**config.mk**
```make
export PLATFORM = sky130hd
export DESIGN_NAME = free_counter
export DESIGN_NICKNAME = d
export VERILOG_FILES = /design/src/rtl/free_counter.sv
export SDC_FILE = /design/constraint.sdc
export NUM_CORES = 1
export LEC_CHECK = 0
export ABC_AREA = 1
export CORE_UTILIZATION = 25
export DETAILED_ROUTE_END_ITERATION = 10
export GPL_TIMING_DRIVEN = 1
export PLACE_DENSITY = 0.49
export SYNTH_ARGS = -nofsm -noshare
export SYNTH_HDL_FRONTEND = slang
export SYNTH_SLANG_ARGS = --single-unit
```
**constraint.sdc**
```tcl
create_clock -name clk -period 1.8 [get_ports clk]
set_clock_uncertainty 0.2 [all_clocks]
set_input_delay 0.27 -clock clk [delete_from_list [all_inputs] [get_ports clk]]
set_output_delay 0.27 -clock clk [all_outputs]
set_load 0.02 [all_outputs]
```
**src/rtl/free_counter.sv**
```systemverilog
// free_counter: free-running binary up-counter used as a timebase or event count.
//
// Each rising clk edge out of reset adds STEP to the count. When count + STEP would
// exceed MAX_VAL, the count wraps to 0. With COUNTER_SATURATE_EN defined, it instead
// holds at MAX_VAL until the next reset.
//
// Parameters:
//   WIDTH    counter/output width in bits (1..32)
//   STEP     increment per clock (1..MAX_VAL)
//   MAX_VAL  terminal count (1..2**WIDTH-1)
//
// Ports:
//   clk       input   rising-edge clock
//   rst       input   asynchronous reset, active-low (0 = reset asserted)
//   counters  output  current count, driven straight from flops
//
// Build option: define COUNTER_SATURATE_EN to saturate at MAX_VAL instead of wrapping.
module free_counter #(
    parameter int unsigned     WIDTH   = 6,
    parameter longint unsigned STEP    = 1,
    parameter longint unsigned MAX_VAL = (64'd1 << WIDTH) - 64'd1
) (
    input  logic             clk,
    input  logic             rst,
    output logic [WIDTH-1:0] counters
);

    // Elaboration-time parameter checks.
    generate
        if (WIDTH < 1 || WIDTH > 32) begin : g_bad_width
            $error("free_counter: WIDTH must be in 1..32");
        end
        if (MAX_VAL == 0 || MAX_VAL >= (64'd1 << WIDTH)) begin : g_bad_max
            $error("free_counter: MAX_VAL must be in 1..2**WIDTH-1");
        end
        if (STEP == 0 || STEP > MAX_VAL) begin : g_bad_step
            $error("free_counter: STEP must be in 1..MAX_VAL");
        end
    endgenerate

    localparam logic [WIDTH:0]   STEP_EXT = STEP[WIDTH:0];
    localparam logic [WIDTH:0]   MAX_EXT  = MAX_VAL[WIDTH:0];
    localparam logic [WIDTH-1:0] MAX_W    = MAX_VAL[WIDTH-1:0];

    logic [WIDTH-1:0] count_q;
    logic [WIDTH-1:0] count_d;
    logic [WIDTH:0]   sum;
    logic             terminal;

    // One extra bit so count + STEP can never alias back below MAX_VAL.
    assign sum      = {1'b0, count_q} + STEP_EXT;
    assign terminal = (sum > MAX_EXT);

    always_comb begin
        count_d = sum[WIDTH-1:0];
        if (terminal) begin
`ifdef COUNTER_SATURATE_EN
            count_d = MAX_W;
`else
            count_d = '0;
`endif
        end
    end

    always_ff @(posedge clk or negedge rst) begin
        if (!rst) begin
            count_q <= '0;
        end else begin
            count_q <= count_d;
        end
    end

    assign counters = count_q;

endmodule

```
[Word level (Yosys, flattened, before mapping)]
Index checks and enable logic that the tools add are counted.
Storage, ports and cells
  register bits: 6
  latch bits: 0
  RAM bits: 0
  memory bits (read-only): 0
  input bits: 2
  output and inout port bits: 6
  memories: 0
Cells by class
  add/subtract/negate cells: 1
  $mul: 0
  div/mod/pow operators: 0
  $lt $le $gt $ge: 1
  eq/ne operators: 0
  shift operators: 0
  muxes and demuxes: 1
  bitwise operators: 0
  reduce and logical (&&, ||, !) cells: 0
Operators by type and width (count)
  6-bit by 1-bit adder with 7-bit output (second input constant): 1
  7-bit by 6-bit > comparator with 1-bit output (second input constant): 1
  6-bit two-way mux: 1

[Longest topological paths before layout]
Gate-level depths: netlist of run 1.
  depth after elaboration: 3
  mapped depth: 9
  gate-level depth less buffers: 9

[Worst setup path after synthesis of run 1]
OpenSTA, ideal clock, no wires.
  path kind: reg-to-reg
  start: reg count_q[0], in the netlist counters[0]
  end: reg count_q[0], in the netlist counters[0]
  setup time: 0.137 ns
  arrival time: 1.368 ns
  data required time: 1.463 ns
  slack: 0.095 ns
  cell stages (with the launch flop): 9
  buffers on the path: 0
  period minus slack after synthesis: 1.705 ns
  path through: dfrtp_1 inv_1 ha_1 nor2_1 nand2_1 nor2_1 nand3_1 nand2_2 a21oi_1
Between the ends
  longest elaborated chain between the ends: 3
RTL lines
  start: declaration: line 45  | logic [WIDTH-1:0] count_q;
  start signal: assignment: line 69  | count_q <= count_d;
  6-bit by 1-bit adder with 7-bit output (*): line 51  | assign sum = {1'b0, count_q} + STEP_EXT;
  7-bit by 6-bit > comparator with 1-bit output: line 52  | assign terminal = (sum > MAX_EXT);
  6-bit two-way mux (*): line 56  | if (terminal) begin
  via count_d[0]: line 46  | logic [WIDTH-1:0] count_d;
The timed path passes the listed nets; every way through them passes the cells marked *.

[Final worst setup path of run 1]
  start: reg count_q[3], in the netlist counters[3]
  end: out counters[3]
RTL lines
  end: declaration: line 25  | output logic [WIDTH-1:0] counters
No word-level cell between the ends.

==> metrics.md, run 1 <==
| Metric | Value |
|---|---|
| Site Rows | `13` |
| Largest stage delay on the critical path | `0.62 ns` |
| Wire per inst | `11.1 µm` |
| Hold Crit Class | `in2async` |
| Mean Syn Cell Area | `7.48 µm²` |
| Max-slew violations | `0` |
| Status | `complete, no violations` |
| Peak VDD IR | `0.250 mV` |
| Top FF cell, synth | `dfrtp_1` |
| LEAKAGE | `0.276 nW` |
| Via count | `367` |
| Most frequent cells after synthesis | `10 x nand2_1, 7 x inv_1, 6 x a21oi_1, 6 x dfrtp_1, 5 x nand3_1` |
| # IOs | `8` |
| Final-layout fill cell count | `143` |
| H-tree levels | `1` |
| First-pass GRT wire length | `1410 µm` |
| Worst-path fanout max | `4` |
| PD cells | `474 mW/mm²` |
| Synth area leader | `dfrtp_1` |
| Worst-path clk slew | `0.04 ns` |
| GRT Total Usage | `13.2%` |
| F_max | `580 MHz` |
| Die area | `0.00166 mm²` |
| CP max stage cell | `clkdlybuf4s50_1` |
| Nets | `69` |
| Vias per cell | `4.71` |
| Worst Hold Slack | `0.0801 ns` |
| Sw frac | `18.3%` |
| P_sw | `0.0475 mW` |
| Hold Buf Count CTS | `0` |
| Register area share after synthesis | `40.1%` |
| Distinct cells, synth | `14` |
| Warning count from the yosys run | `0` |
| Syn nets | `54` |
| Core Area | `0.00135 mm²` |
| Worst-path cell chain | `clkdlybuf4s50_1` |
| Fin crit period | `1.72 ns` |
| Synth Instances | `50` |
| Clock latency on the worst-skew pair | `0.24 ns` |
| FF+latch count, synth | `6` |
| Cts bufs inserted | `3` |
| Starting Density | `27.7%` |
| Slew margin rel. | `80.5%` |
| Flop pwr share | `52.1%` |
| Total power | `0.260 mW` |
| Clock sink total | `6` |
| Hold Vio Cnt, Final | `0` |
| Internal | `0.212 mW` |
| Placer Congestion | `0.714` |
| Post-synthesis instance area | `374 µm²` |
| Arrival time worst endpoint | `1.25 ns` |
| Dpl hpwl | `679 µm` |
| Root Driver | `clkbuf_4` |
| Clock network power share | `46.2%` |
| Layout cells sized above 1 | `34.9%` |
| Max reg flops | `6` |
| Antenna violations before repair | `0` |
| CP Capture Type | `output port` |
| Final setup vio count | `0` |
| DIE WIDTH | `40.7 µm` |
| CTS tree | `done` |
| Placed insts | `73` |
| Dominant cells by area after synthesis | `dfrtp_1 40%, nand2_1 10%, a21oi_1 8.0%, inv_1 7.0%, ha_1 6.7%` |
| EDFF count, synth | `0` |
| # DRC | `0` |
| Kind of critical path | `reg2out` |
| Finished Layout Cells | `78` |
| Max-cap violations | `0` |
| Antenna cells | `0` |
| Setup TNS after final layout | `0 ns` |
| Core Util, Final | `40.6%` |
| Worst-Margin Slew | `0.291 ns` |
| Yosys top cell area share | `40.1%` |
| Largest net degree at the start of global routing | `7` |
| PortBufs | `7` |
| Die Y | `40.7 µm` |
| Logic pwr share | `1.8%` |
| Critical path startpoint category | `flop` |
| Final worst-path cycle share | `95.8%` |
| Wirelength, routed | `869 µm` |
| Dominant cell by count in the synthesized netlist | `nand2_1` |
| Starting DRT DRC Count | `4` |
| CP Data Required Time | `1.33 ns` |
| Drt first pass iters | `4` |
| Vias in the first global route | `356` |
| CP Buf/Inv Count | `1` |
| Grt ovf | `0` |
| Area growth from synthesis to layout | `46.5%` |
| Post-detailed-route count of antenna-violating nets | `0` |
| CTS max path bufs | `2` |
| CP delay by family, top | `buffers and inverters` |
| Ys async rst share | `100%` |
==> cell type report <==
class	instances	area, µm²	share of cell area, %
clock buffers	3	22.5	4.11
repair buffers	10	93.8	17.1
well taps	15	18.8	3.42
flip-flops and latches	6	151	27.6
inverters	8	30.0	5.48
multi-input cells	36	231	42.2
==> final timing paths <==
| path | start | to | slack [ns] | cells past startpoint |
|---|---|---|---|---|
| max | counters[3] | counters[3] | 0.08 | 1 |
| min | rst | counters[0] | 0.08 | 1 |
| max reg2reg | counters[1] | counters[1] | 0.10 | 9 |
| min reg2reg | counters[0] | counters[0] | 0.39 | 2 |
| max in group asynchronous | rst | counters[1] | 1.08 | 1 |
| min in group clk | counters[0] | counters[0] | 0.39 | 2 |
==> layer usage <==
metal | part of all wire [%] | vias to the layer above | track usage [%]
li1 | - | 187 | -
met4 | 1.6 | 0 | 10.0
met5 | 0 | - | 0
met2 | 49 | 10 | 20.6
met1 | 45 | 168 | 16.5
met3 | 4.3 | 2 | 1.63
==> placed cells by master, fill, tap and decap left out <==
cell type,count
inv_1,6
dfrtp_2,1
a21oi_2,5
ha_2,1
buf_4,3
nand2_2,3
nand2_1,8
a21oi_1,1
nor2_1,4
inv_2,2
o21bai_1,2
nor3_4,1
dlygate4sd2_1,1
ha_1,1
dfrtp_1,5
nand3_1,5
clkbuf_4,3
o21ai_1,1
nand2_4,1
nand4_1,1
dlymetal6s2s_1,1
nor2_2,2
clkdlybuf4s50_1,5
==> power groups by stage <==
stage	registers [mW]	clock network [mW]	logic, mW
finish	0.135	0.120	0.00458
global route	0.135	0.136	0.00487
CTS	0.135	0.129	0.00483
floorplan	0.137	0	0.000000117
global placement	0.137	0	0.00472
detailed placement	0.137	0	0.00483
==> metrics by stage <==
stage          setup slack, ns  cell area, µm²
6_report                0.0751             548
5_1_grt                -0.0133             548
4_1_cts                 0.0189             492
3_5_place_dp            0.0742             470
3_3_place_gp             0.122             470
2_1_floorplan           0.0952             374
==> cell families (layout without fill, tap and decap cells) <==
family | after synthesis | in the layout | share of synthesized area (%)
buffers and inverters | 8 | 21 | 8.03
and+or+nand+nor | 25 | 25 | 31.8
adders and majority gates | 2 | 2 | 6.69
AOI/OAI and AO/OA | 9 | 9 | 13.4
DFF | 6 | 6 | 40.1
==> what timing repair did <==
| item | 4_1_cts | 5_1_grt |
|---|---|---|
| cloned | 0 | 0 |
| pin swaps | 0 | 6 |
| endpoints found under the setup margin | 1 | 8 |
| resized for setup | 1 | 13 |
| buffers inserted | 0 | 2 |
No activity file was read; power rests on OpenSTA's default activity.
==> run 2, diff against run 1 <==
--- a/config.mk
+++ b/config.mk
@@ -6,10 +6,13 @@
 export NUM_CORES = 1
 export LEC_CHECK = 0
 export ABC_AREA = 1
+export CELL_PAD_IN_SITES_DETAIL_PLACEMENT = 1
+export CELL_PAD_IN_SITES_GLOBAL_PLACEMENT = 2
 export CORE_UTILIZATION = 25
+export CTS_BUF_LIST = sky130_fd_sc_hd__clkbuf_16
 export DETAILED_ROUTE_END_ITERATION = 10
 export GPL_TIMING_DRIVEN = 1
-export PLACE_DENSITY = 0.49
+export PLACE_DENSITY = 0.75
 export SYNTH_ARGS = -nofsm -noshare
 export SYNTH_HDL_FRONTEND = slang
 export SYNTH_SLANG_ARGS = --single-unit
==> metrics.md, run 2 (same netlist as run 1, synthesis figures left out) <==
| Metric | Value |
|---|---|
| Worst-path clk slew | `0.03 ns (was 0.04 ns)` |
| Vias per cell | `4.74 (was 4.71)` |
| Max-cap violations | `0 (unchanged)` |
| Max-slew violations | `0 (unchanged)` |
| Peak VDD IR | `0.548 mV (was 0.250 mV)` |
| CTS max path bufs | `2 (unchanged)` |
| Dpl ws | `0.115 ns (was 0.0742 ns)` |
| Most common cell after layout, fill and taps aside | `nand2_1 (unchanged)` |
| LEAKAGE | `0.286 nW (was 0.276 nW)` |
| Clock latency on the worst-skew pair | `0.23 ns (was 0.24 ns)` |
| WL met2 | `490 µm (was 429 µm)` |
| Final setup vio count | `0 (unchanged)` |
| Most frequent cells in the layout | `9 x nand2_1, 6 x inv_1, 6 x a21oi_2, 6 x dfrtp_1, 5 x nand3_1 (was 8 x nand2_1, 6 x inv_1)` |
| Max reg flops | `6 (unchanged)` |
| Post-detailed-route count of antenna-violating nets | `0 (unchanged)` |
| H-tree levels | `1 (unchanged)` |
| Setup TNS after final layout | `0 ns (unchanged)` |
| Met1 wire length | `472 µm (was 388 µm)` |
| Status | `complete, no violations (unchanged)` |
| Wirelength, routed | `1000 µm (was 869 µm)` |
| Core Area | `0.00135 mm² (unchanged)` |
| Final worst-path cycle share | `94.4% (was 95.8%)` |
| Site Rows | `13 (unchanged)` |
| Core Util, Final | `44.9% (was 40.6%)` |
| Antenna cells | `0 (unchanged)` |
| Placed insts | `74 (was 73)` |
| DIE WIDTH | `40.7 µm (unchanged)` |
| CTS tree | `done (unchanged)` |
| Nets | `69 (unchanged)` |
| First-pass GRT wire length | `1460 µm (was 1410 µm)` |
| Antenna violations before repair | `0 (unchanged)` |
| Via count | `370 (was 367)` |
| Largest stage delay on the critical path | `0.42 ns (was 0.62 ns)` |
| Largest net degree at the start of global routing | `7 (unchanged)` |
| Top routing layer used | `met4 (unchanged)` |
| Hold Buf Count CTS | `0 (unchanged)` |
| Kind of critical path | `reg2reg (was reg2out)` |
| PD cells | `819 mW/mm² (was 474 mW/mm²)` |
| # DRC | `0 (unchanged)` |
| Met3 wire len | `16 µm (was 37 µm)` |
| Critical path startpoint category | `flop (unchanged)` |
| Die Y | `40.7 µm (unchanged)` |
| F_max | `588 MHz (was 580 MHz)` |
| Wire per inst | `12.9 µm (was 11.1 µm)` |
| Slew margin rel. | `82.0% (was 80.5%)` |
| CP Capture Type | `flop (was output port)` |
| Clock sink total | `6 (unchanged)` |
| Cts bufs inserted | `3 (unchanged)` |
| Vias in the first global route | `314 (was 356)` |
| Drt first pass iters | `1 (was 4)` |
| CP Data Required Time | `1.76 ns (was 1.33 ns)` |
| Dpl hpwl | `766 µm (was 679 µm)` |
| Layout cells sized above 1 | `34.9% (unchanged)` |
| CP max stage cell | `dfrtp_1 (was clkdlybuf4s50_1)` |
| Fin crit period | `1.70 ns (was 1.72 ns)` |
| Starting Density | `27.7% (unchanged)` |
| Hold Vio Cnt, Final | `0 (unchanged)` |
| GRT Total Usage | `14.7% (was 13.2%)` |
| Fin worst setup slack | `0.100 ns (was 0.0751 ns)` |
| Die area | `0.00166 mm² (unchanged)` |
| Finished Layout Cells | `78 (unchanged)` |
| Hold Crit Class | `in2async (unchanged)` |
| Area growth from synthesis to layout | `61.9% (was 46.5%)` |
| Root Driver | `clkbuf_16 (was clkbuf_4)` |
| Worst Hold Slack | `0.0847 ns (was 0.0801 ns)` |
| PortBufs | `7 (unchanged)` |
| Worst-path cell chain | `ha_2 -> nand2_2 -> inv_2 -> nor2_2 -> inv_2 -> nor3_2 -> nand2_2 -> a21oi_2 (was clkdlybuf4s50_1)` |
| Worst-path fanout max | `6 (was 4)` |
| Grt ovf | `0 (unchanged)` |
| # IOs | `8 (unchanged)` |
| Worst-Margin Slew | `0.269 ns (was 0.291 ns)` |
| Starting DRT DRC Count | `0 (was 4)` |
| Placer Congestion | `0.703 (was 0.714)` |
| Arrival time worst endpoint | `1.66 ns (was 1.25 ns)` |
[run 2: final cells by class]
class | instances | area [µm²]
Clock buffer | 3 | 75.1
Fill cell | 160 | 744
Inverter | 8 | 30.0
Multi-Input combinational cell | 36 | 239
Sequential cell | 6 | 150
Tap cell | 15 | 18.8
Timing Repair Buffer | 10 | 92.6
[run 2: final timing paths]
| check | startpoint | slack, ns | endpoint | cells after the start |
|---|---|---|---|---|
| max | counters[1] | 0.10 | counters[2] | 8 |
| min | rst | 0.08 | counters[0] | 1 |
| max reg2reg | counters[1] | 0.10 | counters[2] | 8 |
| min reg2reg | counters[1] | 0.45 | counters[1] | 2 |
| max in group asynchronous | rst | 1.10 | counters[5] | 1 |
| min in group clk | counters[1] | 0.45 | counters[1] | 2 |
[run 2: power breakdown]
part	internal, mW	leakage (nW)	switching (mW)
combinational	0.00193	0.179	0.00245
clock	0.285	0.0370	0.0709
sequential	0.136	0.0693	0
[run 2: layer usage]
layer / vias to the layer above / GRT usage [%]
li1: 189 / -
met1: 173 / 18.5
met2: 6 / 21.0
met3: 2 / 3.26
met4: 0 / 12.5
met5: - / 0
[run 2: worst max-delay path: cells and delay by family, from the launching register on]
| kind | cells | cell delay, ns |
|---|---|---|
| AOI/OAI and AO/OA | 1 | 0.16 |
| adders and majority gates | 1 | 0.21 |
| buffers and inverters | 2 | 0.11 |
| DFF | 1 | 0.42 |
| and+or+nand+nor | 4 | 0.54 |
[run 2: metrics by stage]
stage / power [mW] / instance area (µm²)
final: 0.496 / 606
after global routing: 0.514 / 606
after CTS: 0.503 / 551
after detailed placement: 0.142 / 478
after global placement: 0.142 / 478
after floorplan: 0.137 / 374
[run 2: what timing repair did]
action / CTS / global route
pin swaps: 0 / 6
endpoints found under the hold margin: 0 / 0
setup buffers: 0 / 1
setup endpoints to repair: 2 / 7
gates cloned: 0 / 0
gates resized for setup: 2 / 12
==> run 3, diff against run 2 <==
--- a/config.mk
+++ b/config.mk
@@ -10,6 +10,7 @@
 export CELL_PAD_IN_SITES_GLOBAL_PLACEMENT = 2
 export CORE_UTILIZATION = 25
 export CTS_BUF_LIST = sky130_fd_sc_hd__clkbuf_16
+export CTS_CLUSTER_SIZE = 12
 export DETAILED_ROUTE_END_ITERATION = 10
 export GPL_TIMING_DRIVEN = 1
 export PLACE_DENSITY = 0.75
==> results of run 3 <==
Same layout as run 2: the final DEF is identical, and so are final timing and power.
